`config.mk`:
```
export PLATFORM = sky130hd
export DESIGN_NAME = ps2_kbd_ctrl_flat
export DESIGN_NICKNAME = d
export VERILOG_FILES = /design/src/rtl/ps2_kbd_ctrl_if.sv /design/src/rtl/ps2_kbd_ctrl.sv /design/src/flat_wrapper.sv
export SDC_FILE = /design/constraint.sdc
export NUM_CORES = 1
export LEC_CHECK = 0
export BUFFER_PORTS_ARGS = -buffer_cell sky130_fd_sc_hd__buf_2
export CAP_MARGIN = 0
export CELL_PAD_IN_SITES_DETAIL_PLACEMENT = 0
export CELL_PAD_IN_SITES_GLOBAL_PLACEMENT = 1
export CORE_ASPECT_RATIO = 1.4
export CORE_MARGIN = 4
export CORE_UTILIZATION = 35
export CTS_BUF_LIST = sky130_fd_sc_hd__clkbuf_4 sky130_fd_sc_hd__clkbuf_8
export CTS_CLUSTER_DIAMETER = 100
export CTS_CLUSTER_SIZE = 8
export DETAILED_ROUTE_END_ITERATION = 8
export GPL_ROUTABILITY_DRIVEN = 0
export PLACE_DENSITY = 0.57
export SYNTH_ARGS = -nofsm -noshare
export SYNTH_HDL_FRONTEND = slang
export SYNTH_SLANG_ARGS = --single-unit
```
`constraint.sdc`:
```
create_clock -name clk_core -period 6.4 [get_ports clk_core]
set_input_delay 1.6 -clock clk_core [delete_from_list [all_inputs] [get_ports clk_core]]
set_output_delay 1.6 -clock clk_core [all_outputs]
set_load 0.01 [all_outputs]
```
`src/rtl/ps2_kbd_ctrl_if.sv`:
```
// ps2_kbd_ctrl_if: bundles the PS/2 receiver outputs, the event FIFO read
// port, status/flow-control signals of the keyboard controller.
//   rx_data/rx_valid/rx_error : byte stream from the PS/2 receiver
//   evt_*                     : FIFO head event (first-word fall-through)
//   evt_ready                 : consumer pop
//   fifo_count, overflow,
//   err_count, clr_status     : status and its clear strobe
//   ps2_clk_inhibit           : host flow control towards the PS/2 clock
// slave = the controller, master = the side driving the receiver/consumer.
interface ps2_kbd_ctrl_if #(
  parameter int FIFO_DEPTH = 8
);
  logic [7:0]                    rx_data;
  logic                          rx_valid;
  logic                          rx_error;
  logic                          ps2_clk_inhibit;
  logic                          evt_valid;
  logic [7:0]                    evt_code;
  logic                          evt_release;
  logic                          evt_extended;
  logic                          evt_ready;
  logic [$clog2(FIFO_DEPTH):0]   fifo_count;
  logic                          overflow;
  logic [7:0]                    err_count;
  logic                          clr_status;

  modport slave (
    input  rx_data, rx_valid, rx_error, evt_ready, clr_status,
    output ps2_clk_inhibit, evt_valid, evt_code, evt_release, evt_extended,
           fifo_count, overflow, err_count
  );

  modport master (
    output rx_data, rx_valid, rx_error, evt_ready, clr_status,
    input  ps2_clk_inhibit, evt_valid, evt_code, evt_release, evt_extended,
           fifo_count, overflow, err_count
  );
endinterface

```
`src/rtl/ps2_kbd_ctrl.sv`:
```
// ps2_kbd_ctrl: turns the raw PS/2 Set-2 byte stream into key events.
// Strips E0 (extended) / F0 (break) prefixes, queues events in a FWFT FIFO,
// counts protocol/receive errors (saturating), and inhibits the PS/2 clock
// with hysteresis when the FIFO is nearly full.
// Ports:
//   clk_core   : core clock
//   rst_core_n : asynchronous active-low reset
//   bus        : ps2_kbd_ctrl_if.slave (receiver in, event/status out)
module ps2_kbd_ctrl #(
  parameter int          FIFO_DEPTH     = 8,
  parameter logic [15:0] PREFIX_TIMEOUT = 16'd50000
) (
  input  logic           clk_core,
  input  logic           rst_core_n,
  ps2_kbd_ctrl_if.slave  bus
);

  localparam int PW = $clog2(FIFO_DEPTH);
  localparam int CW = PW + 1;

  typedef struct packed {
    logic [7:0] code;
    logic       rel;
    logic       ext;
  } evt_t;

  typedef enum logic [1:0] {S_IDLE, S_EXT, S_BRK, S_EXT_BRK} state_t;

  state_t        state_q, state_d;
  logic [15:0]   timer_q;
  logic          timeout;
  logic          push_req;
  evt_t          push_evt;
  logic          err_inc;

  evt_t          mem [FIFO_DEPTH];
  logic [PW-1:0] wr_ptr, rd_ptr;
  logic [CW-1:0] count_q;
  logic          full, do_push, do_pop, drop;
  logic          overflow_q, inhibit_q;
  logic [7:0]    err_q;
  evt_t          head;

  // ---------------- prefix FSM ----------------
  always_ff @(posedge clk_core or negedge rst_core_n)
    if (!rst_core_n) state_q <= S_IDLE;
    else             state_q <= state_d;

  // A byte arriving on the timeout cycle wins over the timeout.
  assign timeout = (state_q != S_IDLE) && (timer_q >= PREFIX_TIMEOUT);

  always_comb begin
    state_d       = state_q;
    push_req      = 1'b0;
    err_inc       = 1'b0;
    push_evt.code = bus.rx_data;
    push_evt.rel  = 1'b0;
    push_evt.ext  = 1'b0;
    if (bus.rx_error) begin
      state_d = S_IDLE;
      err_inc = 1'b1;
    end else if (bus.rx_valid) begin
      case (state_q)
        S_IDLE: begin
          if (bus.rx_data == 8'hE0)      state_d = S_EXT;
          else if (bus.rx_data == 8'hF0) state_d = S_BRK;
          else if (bus.rx_data == 8'h00 || bus.rx_data == 8'hFF) err_inc = 1'b1;
          else push_req = 1'b1;
        end
        S_EXT: begin
          if (bus.rx_data == 8'hF0) state_d = S_EXT_BRK;
          else if (bus.rx_data != 8'hE0) begin
            push_req     = 1'b1;
            push_evt.ext = 1'b1;
            state_d      = S_IDLE;
          end
        end
        S_BRK: begin
          if (bus.rx_data == 8'hE0) begin
            err_inc = 1'b1;
            state_d = S_IDLE;
          end else if (bus.rx_data != 8'hF0) begin
            push_req     = 1'b1;
            push_evt.rel = 1'b1;
            state_d      = S_IDLE;
          end
        end
        S_EXT_BRK: begin
          state_d = S_IDLE;
          if (bus.rx_data == 8'hE0 || bus.rx_data == 8'hF0) err_inc = 1'b1;
          else begin
            push_req     = 1'b1;
            push_evt.rel = 1'b1;
            push_evt.ext = 1'b1;
          end
        end
        default: state_d = S_IDLE;
      endcase
    end else if (timeout) begin
      state_d = S_IDLE;
      err_inc = 1'b1;
    end
  end

  // Held at 0 in S_IDLE so every new prefix starts a fresh window.
  always_ff @(posedge clk_core or negedge rst_core_n)
    if (!rst_core_n)                                         timer_q <= '0;
    else if (bus.rx_valid || bus.rx_error || state_q == S_IDLE) timer_q <= '0;
    else if (timer_q != 16'hFFFF)                            timer_q <= timer_q + 16'd1;

  // ---------------- error counter ----------------
  always_ff @(posedge clk_core or negedge rst_core_n)
    if (!rst_core_n)                      err_q <= '0;
    else if (bus.clr_status)              err_q <= err_inc ? 8'd1 : 8'd0;
    else if (err_inc && err_q != 8'hFF)   err_q <= err_q + 8'd1;

  // ---------------- event FIFO ----------------
  assign full    = (count_q == CW'(FIFO_DEPTH));
  assign do_pop  = (count_q != '0) && bus.evt_ready;
  // A pop in the same cycle frees the slot, so a push at full still lands.
  assign do_push = push_req && (!full || do_pop);
  assign drop    = push_req && full && !do_pop;

  always_ff @(posedge clk_core)
    if (do_push) mem[wr_ptr] <= push_evt;

  always_ff @(posedge clk_core or negedge rst_core_n)
    if (!rst_core_n) begin
      wr_ptr  <= '0;
      rd_ptr  <= '0;
      count_q <= '0;
    end else begin
      if (do_push) wr_ptr <= wr_ptr + 1'b1;
      if (do_pop)  rd_ptr <= rd_ptr + 1'b1;
      if (do_push && !do_pop)      count_q <= count_q + 1'b1;
      else if (do_pop && !do_push) count_q <= count_q - 1'b1;
    end

  // A drop coincident with clr_status must survive the clear.
  always_ff @(posedge clk_core or negedge rst_core_n)
    if (!rst_core_n) overflow_q <= 1'b0;
    else             overflow_q <= drop | (overflow_q & ~bus.clr_status);

  // Hysteresis between FIFO_DEPTH-1 and FIFO_DEPTH/2 avoids toggling the
  // PS/2 clock line on every single push/pop near the threshold.
  always_ff @(posedge clk_core or negedge rst_core_n)
    if (!rst_core_n)                               inhibit_q <= 1'b0;
    else if (count_q >= CW'(FIFO_DEPTH - 1))       inhibit_q <= 1'b1;
    else if (count_q <= CW'(FIFO_DEPTH / 2))       inhibit_q <= 1'b0;

  // ---------------- outputs ----------------
  // Head is gated so stale (or never-written) storage never leaks out.
  assign head             = mem[rd_ptr];
  assign bus.evt_valid    = (count_q != '0);
  assign bus.evt_code     = bus.evt_valid ? head.code : 8'h00;
  assign bus.evt_release  = bus.evt_valid & head.rel;
  assign bus.evt_extended = bus.evt_valid & head.ext;
  assign bus.fifo_count   = count_q;
  assign bus.overflow     = overflow_q;
  assign bus.err_count    = err_q;
  assign bus.ps2_clk_inhibit = inhibit_q;

endmodule

```
`src/flat_wrapper.sv`:
```
// flat-port wrapper written by rule: the top's interface ports become plain ports
module ps2_kbd_ctrl_flat 
#(
  parameter int          FIFO_DEPTH     = 8,
  parameter logic [15:0] PREFIX_TIMEOUT = 16'd50000
)
  (clk_core, rst_core_n, bus_rx_data, bus_rx_valid, bus_rx_error, bus_evt_ready, bus_clr_status, bus_ps2_clk_inhibit, bus_evt_valid, bus_evt_code, bus_evt_release, bus_evt_extended, bus_fifo_count, bus_overflow, bus_err_count);
  ps2_kbd_ctrl_if #(.FIFO_DEPTH(FIFO_DEPTH)) bus_i ();
  input  logic clk_core;
  input  logic rst_core_n;
  input wire logic [$bits(bus_i.rx_data)-1:0] bus_rx_data;
  input wire logic [$bits(bus_i.rx_valid)-1:0] bus_rx_valid;
  input wire logic [$bits(bus_i.rx_error)-1:0] bus_rx_error;
  input wire logic [$bits(bus_i.evt_ready)-1:0] bus_evt_ready;
  input wire logic [$bits(bus_i.clr_status)-1:0] bus_clr_status;
  output wire logic [$bits(bus_i.ps2_clk_inhibit)-1:0] bus_ps2_clk_inhibit;
  output wire logic [$bits(bus_i.evt_valid)-1:0] bus_evt_valid;
  output wire logic [$bits(bus_i.evt_code)-1:0] bus_evt_code;
  output wire logic [$bits(bus_i.evt_release)-1:0] bus_evt_release;
  output wire logic [$bits(bus_i.evt_extended)-1:0] bus_evt_extended;
  output wire logic [$bits(bus_i.fifo_count)-1:0] bus_fifo_count;
  output wire logic [$bits(bus_i.overflow)-1:0] bus_overflow;
  output wire logic [$bits(bus_i.err_count)-1:0] bus_err_count;
  assign bus_i.rx_data = bus_rx_data;
  assign bus_i.rx_valid = bus_rx_valid;
  assign bus_i.rx_error = bus_rx_error;
  assign bus_i.evt_ready = bus_evt_ready;
  assign bus_i.clr_status = bus_clr_status;
  assign bus_ps2_clk_inhibit = bus_i.ps2_clk_inhibit;
  assign bus_evt_valid = bus_i.evt_valid;
  assign bus_evt_code = bus_i.evt_code;
  assign bus_evt_release = bus_i.evt_release;
  assign bus_evt_extended = bus_i.evt_extended;
  assign bus_fifo_count = bus_i.fifo_count;
  assign bus_overflow = bus_i.overflow;
  assign bus_err_count = bus_i.err_count;
  ps2_kbd_ctrl #(.FIFO_DEPTH(FIFO_DEPTH), .PREFIX_TIMEOUT(PREFIX_TIMEOUT)) u_core (.clk_core(clk_core), .rst_core_n(rst_core_n), .bus(bus_i));
endmodule
```
==> impl_metrics.ini, run 1 <==
[run_status]
status = completed

[synthesis]
synth_cell_type_count = 51
count_of_flip_flops_with_a_built_in_enable_after_synthesis = 80
ys_warn_count = 0
yosysSeqAreaShare_pct = 64.70
dominantRegCellSynth = sky130_fd_sc_hd__edfxtp_1
ys_seq_elements = 118
fraction_of_registers_with_async_set_or_reset_after_synthesis_pct = 32.20
post_synth_instance_area_um2 = 5182
synthesis.instances = 354
syn-mean-instance-area_um2 = 14.64
synth_nets = 377

[place]
dp.final_hpwl_um = 6852
port_buffers = 38
placed_instance_area_um2 = 5640

[global_routing]
grt_max_degree = 39
number_of_global_route_vias_before_repair = 3225
grt_pass1_wl_um = 17370
grt_antenna_before_repair = 1
grtUsageTotal_pct = 13.34
global_route.overflow_total = 0

[critical_path]
worst_ep_required_time_ns = 6.70
critPathLaunch = bus_rx_data[4]
worstPathArrival_ns = 4.26
endpoint = u_core.bus.fifo_count[3]$_DFFE_PN0P_
r2r-start = u_core.state_q[0]$_DFFE_PN0P_
crit_path_frequent_cell = sky130_fd_sc_hd__ha_1
internal_reg_to_reg_setup_slack_ns = 3.51
cell_by_cell_listing_of_the_critical_path = buf_2, or4_1, o31ai_1, a221o_1, nor2b_1, ha_1, inv_1, ha_1, a21o_1, a21oi_1, xnor2_1, nor2_1, xor2_1
critPathCaptureType = register
category_of_the_critical_setup_timing_path = in2reg
element_type_at_the_critical_path_start = input port
max_stage_delay_ns = 0.47
timing.reg2reg.worst_path_depth = 11
path_max_fanout = 12
critical-path-slowest-cell = sky130_fd_sc_hd__nor2b_1
crit-reg2reg-capture = u_core.bus.fifo_count[3]$_DFFE_PN0P_

[clocking]
tritoncts.num_buffers = 17
clock_path_buffers = 2
clk_transition_reported_paths_ns = 0.06
cts.repair.resized = 0
cts.repair_timing.setup_buffer_count = 0
cts_hold_buffers = 0
cts.sinks = 118
cts_max_level = 4
cell_chosen_for_the_clock_root = sky130_fd_sc_hd__clkbuf_8
cts_tree = done
clock_insertion_delay_worst_skew_ns = 0.42

[cells_and_area]
final_net_count = 432
syn_to_final_growth_pct = 16.13
num_antenna_cells = 0
fillers = 1374
final_design_area_no_fill_um2 = 6018
post_route_cells_drive_above_1_share_pct = 25.83

[run]
drv.max_cap_violation_count = 0

[die]
ioPinCount = 39
floorplan.initialDensity_pct = 35.72
rows = 52
floorplan.die_area_um2 = 16840
core_um2 = 14510
chipHeight_um = 152.0
die_w_um = 110.8

[sta]
slew-limit-headroom_pct = 20.34
final_period_minus_worst_setup_slack_ns = 3.965
final_report_setup_violation_count = 0
setup_tns_ns = 0
rsz0062_at_grt = no
max_freq_mhz = 252.2
timing_worst_slew_pin_value_ns = 1.187
period_share_pct = 61.95
final.setup_skew_ns = 0.009749
timing_max_transition_violations_final = 0
timing.final.hold_violations = 0

[power_and_ir_drop]
sw_frac_of_total_pct = 29.76
net-switching-power_mw = 0.6595
report.power.total_mw = 2.217
cell_internal_pwr_mw = 1.557
reg_power_share_pct = 45.7
power_density_nw_per_um2 = 368.3
leakagePower_nw = 2.179
combinationalPowerShare_pct = 25.4
clock_group_share_of_total_power_pct = 29.0
power.ir.vdd_worst_v = 0.0001297

[min_path]
hold_class = reg2reg

[route]
wl_per_cell_um = 17.45
via_count = 3120
drt-total-wl_um = 10670
detail_route.vias_per_cell = 5.106
drc = 0
drtPass1Iterations = 4
final_antenna_net_count = 0
first_iter_violations = 182
[power by group through the flow]
stage	combinational [mW]	clock, mW	sequential [mW]
4_1_cts	0.579	0.661	1.02
3_5_place_dp	0.579	0	1.03
3_3_place_gp	0.574	0	1.03
6_report	0.563	0.642	1.01
5_1_grt	0.626	0.699	1.03
2_1_floorplan	0.435	0	0.964
[stage by stage]
| stage | worst slack [ns] | hold WS, ns | util, % | cells |
|---|---|---|---|---|
| after floorplan | 2.362 | 0.4972 | - | 354 |
| after global placement | 2.013 | 0.4961 | 38.88 | 579 |
| after detailed placement | 1.975 | 0.4816 | 38.88 | 579 |
| after CTS | 2.428 | 0.5031 | 41.48 | 611 |
| after global routing | 2.303 | 0.5351 | 41.48 | 611 |
| final | 2.436 | 0.4953 | 41.48 | 611 |
[final cells by class]
cell class	instances	area (um^2)	area share, %
clock buffers	22	271.5	4.511
clock inverters	10	106.4	1.767
inverters	7	26.28	0.4366
multi-input cells	217	1759	29.23
flip-flops and latches	118	3353	55.72
well taps	189	236.5	3.929
repair buffers	48	265.3	4.407
[how the worst min path moves through the flow]
stage	start	to	slack, ns	depth (start not counted)
6_report	u_core.bus.overflow$_DFF_PN0_	u_core.bus.overflow$_DFF_PN0_	0.50	1
5_1_grt	u_core.bus.overflow$_DFF_PN0_	u_core.bus.overflow$_DFF_PN0_	0.54	1
4_1_cts	u_core.bus.overflow$_DFF_PN0_	u_core.bus.overflow$_DFF_PN0_	0.50	1
3_5_place_dp	u_core.bus.overflow$_DFF_PN0_	u_core.bus.overflow$_DFF_PN0_	0.48	1
3_3_place_gp	u_core.bus.overflow$_DFF_PN0_	u_core.bus.overflow$_DFF_PN0_	0.50	1
2_1_floorplan	u_core.timer_q[14]$_DFFE_PN0P_	u_core.timer_q[14]$_DFFE_PN0P_	0.50	1
[cells in the mapped netlist (all sizes together) (2+ instances only)]
cell type  number  share of area, %
nor4            3              0.36
o21ai           6              0.72
or4             6              0.94
and3            6              0.72
a21oi           8              0.77
mux4           20               8.7
o211ai          2              0.29
nand2b          3              0.36
o31ai           5              0.72
nor2b           2              0.24
or2             3              0.41
edfxtp         80                46
and4            2              0.34
a31oi           3              0.36
clkbuf          6              0.43
o31a            2              0.34
nand3          17               1.6
nor3           10              0.97
nor2           34               2.5
ha              8               1.9
mux2i          10               1.9
nand4           4              0.48
inv             7              0.51
xor2            9               1.5
mux2            4              0.87
dfrtp          38                18
nor3b           3              0.43
a21o            2              0.29
xnor2          10               1.7
nand2          18               1.3
buf             6              0.53
a211oi          3              0.43
o21a            3              0.43
o41ai           2              0.34
[registers in the layout, summed over array words and instances (netlist names)]
signal and cells:
u_core.bus.fifo_count 4, u_core.mem 80, u_core.state_q 2, u_core.bus.ps2_clk_inhibit 1, u_core.bus.err_count 8, u_core.timer_q 16
u_core.wr_ptr 3, u_core.bus.overflow 1, u_core.rd_ptr 3
[critical path: cells and delay by family]
family | cells | cell delay [ns]
and+or+nand+nor | 3 | 0.71
AOI/OAI and AO/OA | 4 | 0.81
adders and majority gates | 2 | 0.58
xor gates and xnor gates | 2 | 0.27
buffers and inverters | 2 | 0.29
[placed cells by master, fill, tap and decap left out, types with 5 or more instances in the layout]
cell,netlist,routed
sky130_fd_sc_hd__buf_4,1,10
sky130_fd_sc_hd__or4_1,5,5
sky130_fd_sc_hd__nand3_1,17,17
sky130_fd_sc_hd__xnor2_1,10,10
sky130_fd_sc_hd__a21oi_1,8,8
sky130_fd_sc_hd__xor2_1,9,9
sky130_fd_sc_hd__dfrtp_1,38,38
sky130_fd_sc_hd__and3_1,6,6
sky130_fd_sc_hd__mux2i_1,10,10
sky130_fd_sc_hd__edfxtp_1,80,80
sky130_fd_sc_hd__nand2_1,18,18
sky130_fd_sc_hd__clkbuf_4,0,5
sky130_fd_sc_hd__o31ai_1,5,5
sky130_fd_sc_hd__nor2_1,34,34
sky130_fd_sc_hd__ha_1,8,8
sky130_fd_sc_hd__clkbuf_8,0,17
sky130_fd_sc_hd__clkinv_2,0,6
sky130_fd_sc_hd__mux4_2,20,20
sky130_fd_sc_hd__buf_2,1,38
sky130_fd_sc_hd__inv_1,7,7
sky130_fd_sc_hd__nor3_1,10,10
[per-layer routing]
layer	share of wire (%)	global-route usage, %
met5	0.12	0
met1	43	15.85
met2	52	22.83
met4	1.2	4.577
met3	3.6	4.218
[cell families after synthesis]
logic type               synth area share (%)
AO/OA/AOI/OAI                           5.626
AND/OR/NAND/NOR                         10.99
adder cells (fa/ha/maj)                 2.511
XOR/XNOR                                3.211
flip-flops                              64.70
buffers and inverters                   1.473
multiplexers                            11.49
No activity file was read; power rests on OpenSTA's default activity.
==> run 2, diff against run 1 <==
==> constraint.sdc (replaced) <==
create_clock -name clk_core -period 3.7 [get_ports clk_core]
set_input_delay 0.925 -clock clk_core [delete_from_list [all_inputs] [get_ports clk_core]]
set_output_delay 0.925 -clock clk_core [all_outputs]
set_load 0.01 [all_outputs]
==> run 2 against run 1 <==
Net effect:
- sequential power increased by 71%
- sequential share of layout area decreased by 1.0 points
- routed wire length increased by 1.8%
- critical path type is now reg2out
- largest cell class unchanged
- largest power group unchanged
==> impl_metrics.ini, run 2 (synthesis gave the netlist of run 1 again) <==
[run_status]
status = completed

[clocking]
cell_chosen_for_the_clock_root = sky130_fd_sc_hd__clkbuf_8
cts_max_level = 4
cts.sinks = 118
cts_hold_buffers = 0
tritoncts.num_buffers = 17
cts.repair_timing.setup_buffer_count = 0
clk_transition_reported_paths_ns = 0.07
cts.repair.resized = 0
cts_tree = done
clock_path_buffers = 2
clock_insertion_delay_worst_skew_ns = 0.42

[critical_path]
critPathCaptureType = output port
path_max_fanout = 20
element_type_at_the_critical_path_start = register
worst_ep_required_time_ns = 2.77
category_of_the_critical_setup_timing_path = reg2out
worstPathArrival_ns = 2.16

[place]
placed_instance_area_um2 = 5685
dp.final_hpwl_um = 7100
port_buffers = 38

[die]
chipHeight_um = 152.0
core_um2 = 14510
floorplan.die_area_um2 = 16840
floorplan.initialDensity_pct = 35.72
ioPinCount = 39
rows = 52
die_w_um = 110.8

[power_and_ir_drop]
power.ir.vdd_worst_v = 0.0002245
power_density_nw_per_um2 = 659.5
leakagePower_nw = 2.229

[sta]
period_share_pct = 83.39
final_period_minus_worst_setup_slack_ns = 3.085
timing_worst_slew_pin_value_ns = 0.9118
timing_max_transition_violations_final = 0
slew-limit-headroom_pct = 39.21
setup_tns_ns = 0
rsz0062_at_grt = no
timing.final.hold_violations = 0
final.setup_skew_ns = 0.01049
max_freq_mhz = 324.1
final_report_setup_violation_count = 0

[cells_and_area]
register_with_the_most_flip_flops = u_core.mem
final_net_count = 438
layout_commonest_cell = sky130_fd_sc_hd__edfxtp_1
num_antenna_cells = 0
syn_to_final_growth_pct = 18.28
most-common-layout-cells = sky130_fd_sc_hd__edfxtp_1, sky130_fd_sc_hd__buf_2, sky130_fd_sc_hd__dfrtp_1
final_design_area_no_fill_um2 = 6130
largest_register_ff_count = 80
post_route_cells_drive_above_1_share_pct = 26.17

[route]
drtPass1Iterations = 4
drt-total-wl_um = 10860
via_count = 3134
drc = 0
wl_per_cell_um = 17.60
first_iter_violations = 170
final_antenna_net_count = 0
detail_route.vias_per_cell = 5.079

[global_routing]
global_route.overflow_total = 0
grt_max_degree = 39
grt_pass1_wl_um = 17520
grt_antenna_before_repair = 1
number_of_global_route_vias_before_repair = 3171
grtUsageTotal_pct = 13.45

[run]
drv.max_cap_violation_count = 0

[min_path]
hold_class = reg2reg
run 2: cell count changes in the layout (fill, tap and decap cells not counted), sizes merged:
| cell | previous run | this run |
|---|---|---|
| clkinv | 7 | 9 |
| buf | 48 | 54 |
| bufinv | 2 | 5 |
| clkbuf | 22 | 17 |
run 2: worst max-delay path, cell delays in order (launching register included):
cell and delay (ns):
sky130_fd_sc_hd__dfrtp_1 0.39, sky130_fd_sc_hd__buf_4 0.39, sky130_fd_sc_hd__mux4_2 0.55, sky130_fd_sc_hd__mux2i_1 0.18
sky130_fd_sc_hd__nor2_1 0.08, sky130_fd_sc_hd__buf_2 0.14
run 2: cell type report:
class / count / area, um^2
inverters: 7 / 26.28
flip-flops and latches: 118 / 3353
clock inverters: 15 / 210.2
well taps: 189 / 236.5
repair buffers: 54 / 310.3
fillers: 1337 / 8379
multi-input cells: 217 / 1759
clock buffers: 17 / 234.0
run 2: final timing paths:
check,start,to,slack (ns),cells past startpoint
setup / recovery,u_core.rd_ptr[0]$_DFFE_PN0P_,bus_evt_code[4],0.61,5
hold / removal,u_core.bus.overflow$_DFF_PN0_,u_core.bus.overflow$_DFF_PN0_,0.50,1
setup reg to reg,u_core.bus.fifo_count[0]$_DFFE_PN0P_,u_core.bus.fifo_count[3]$_DFFE_PN0P_,1.08,12
hold reg to reg,u_core.bus.overflow$_DFF_PN0_,u_core.bus.overflow$_DFF_PN0_,0.50,1
max in group asynchronous,rst_core_n,u_core.timer_q[10]$_DFFE_PN0P_,2.49,1
min in group asynchronous,rst_core_n,u_core.bus.fifo_count[2]$_DFFE_PN0P_,0.63,1
run 2: metrics by stage:
step	setup WS [ns]	power [mW]	cells	util (%)	hold slack [ns]
after floorplan	0.3368	2.419	354	-	0.4972
after global placement	0.1700	2.785	585	39.19	0.4910
after detailed placement	0.1674	2.806	585	39.19	0.4739
after CTS	0.5407	4.119	617	42.25	0.5014
after global routing	0.4196	4.273	617	42.25	0.5204
final	0.6147	4.042	617	42.25	0.5038
run 2: where the power goes:
group | leakage (nW) | switching [mW] | total [mW] | internal [mW]
Combinational | 0.787 | 0.471 | 1.00 | 0.531
Sequential | 1.22 | 0.189 | 1.73 | 1.55
Clock | 0.222 | 0.513 | 1.31 | 0.793
Total | 2.23 | 1.17 | 4.04 | 2.87
run 2: layer usage:
metal | global-route usage [%] | part of all wire (%) | wire, um | up-vias
li1 | - | - | - | 1486
met1 | 16.21 | 42 | 4577 | 1571
met5 | 0 | 0.074 | 8 | -
met2 | 22.95 | 52 | 5655 | 61
met3 | 3.780 | 4.4 | 473 | 14
met4 | 4.930 | 1.3 | 145 | 2
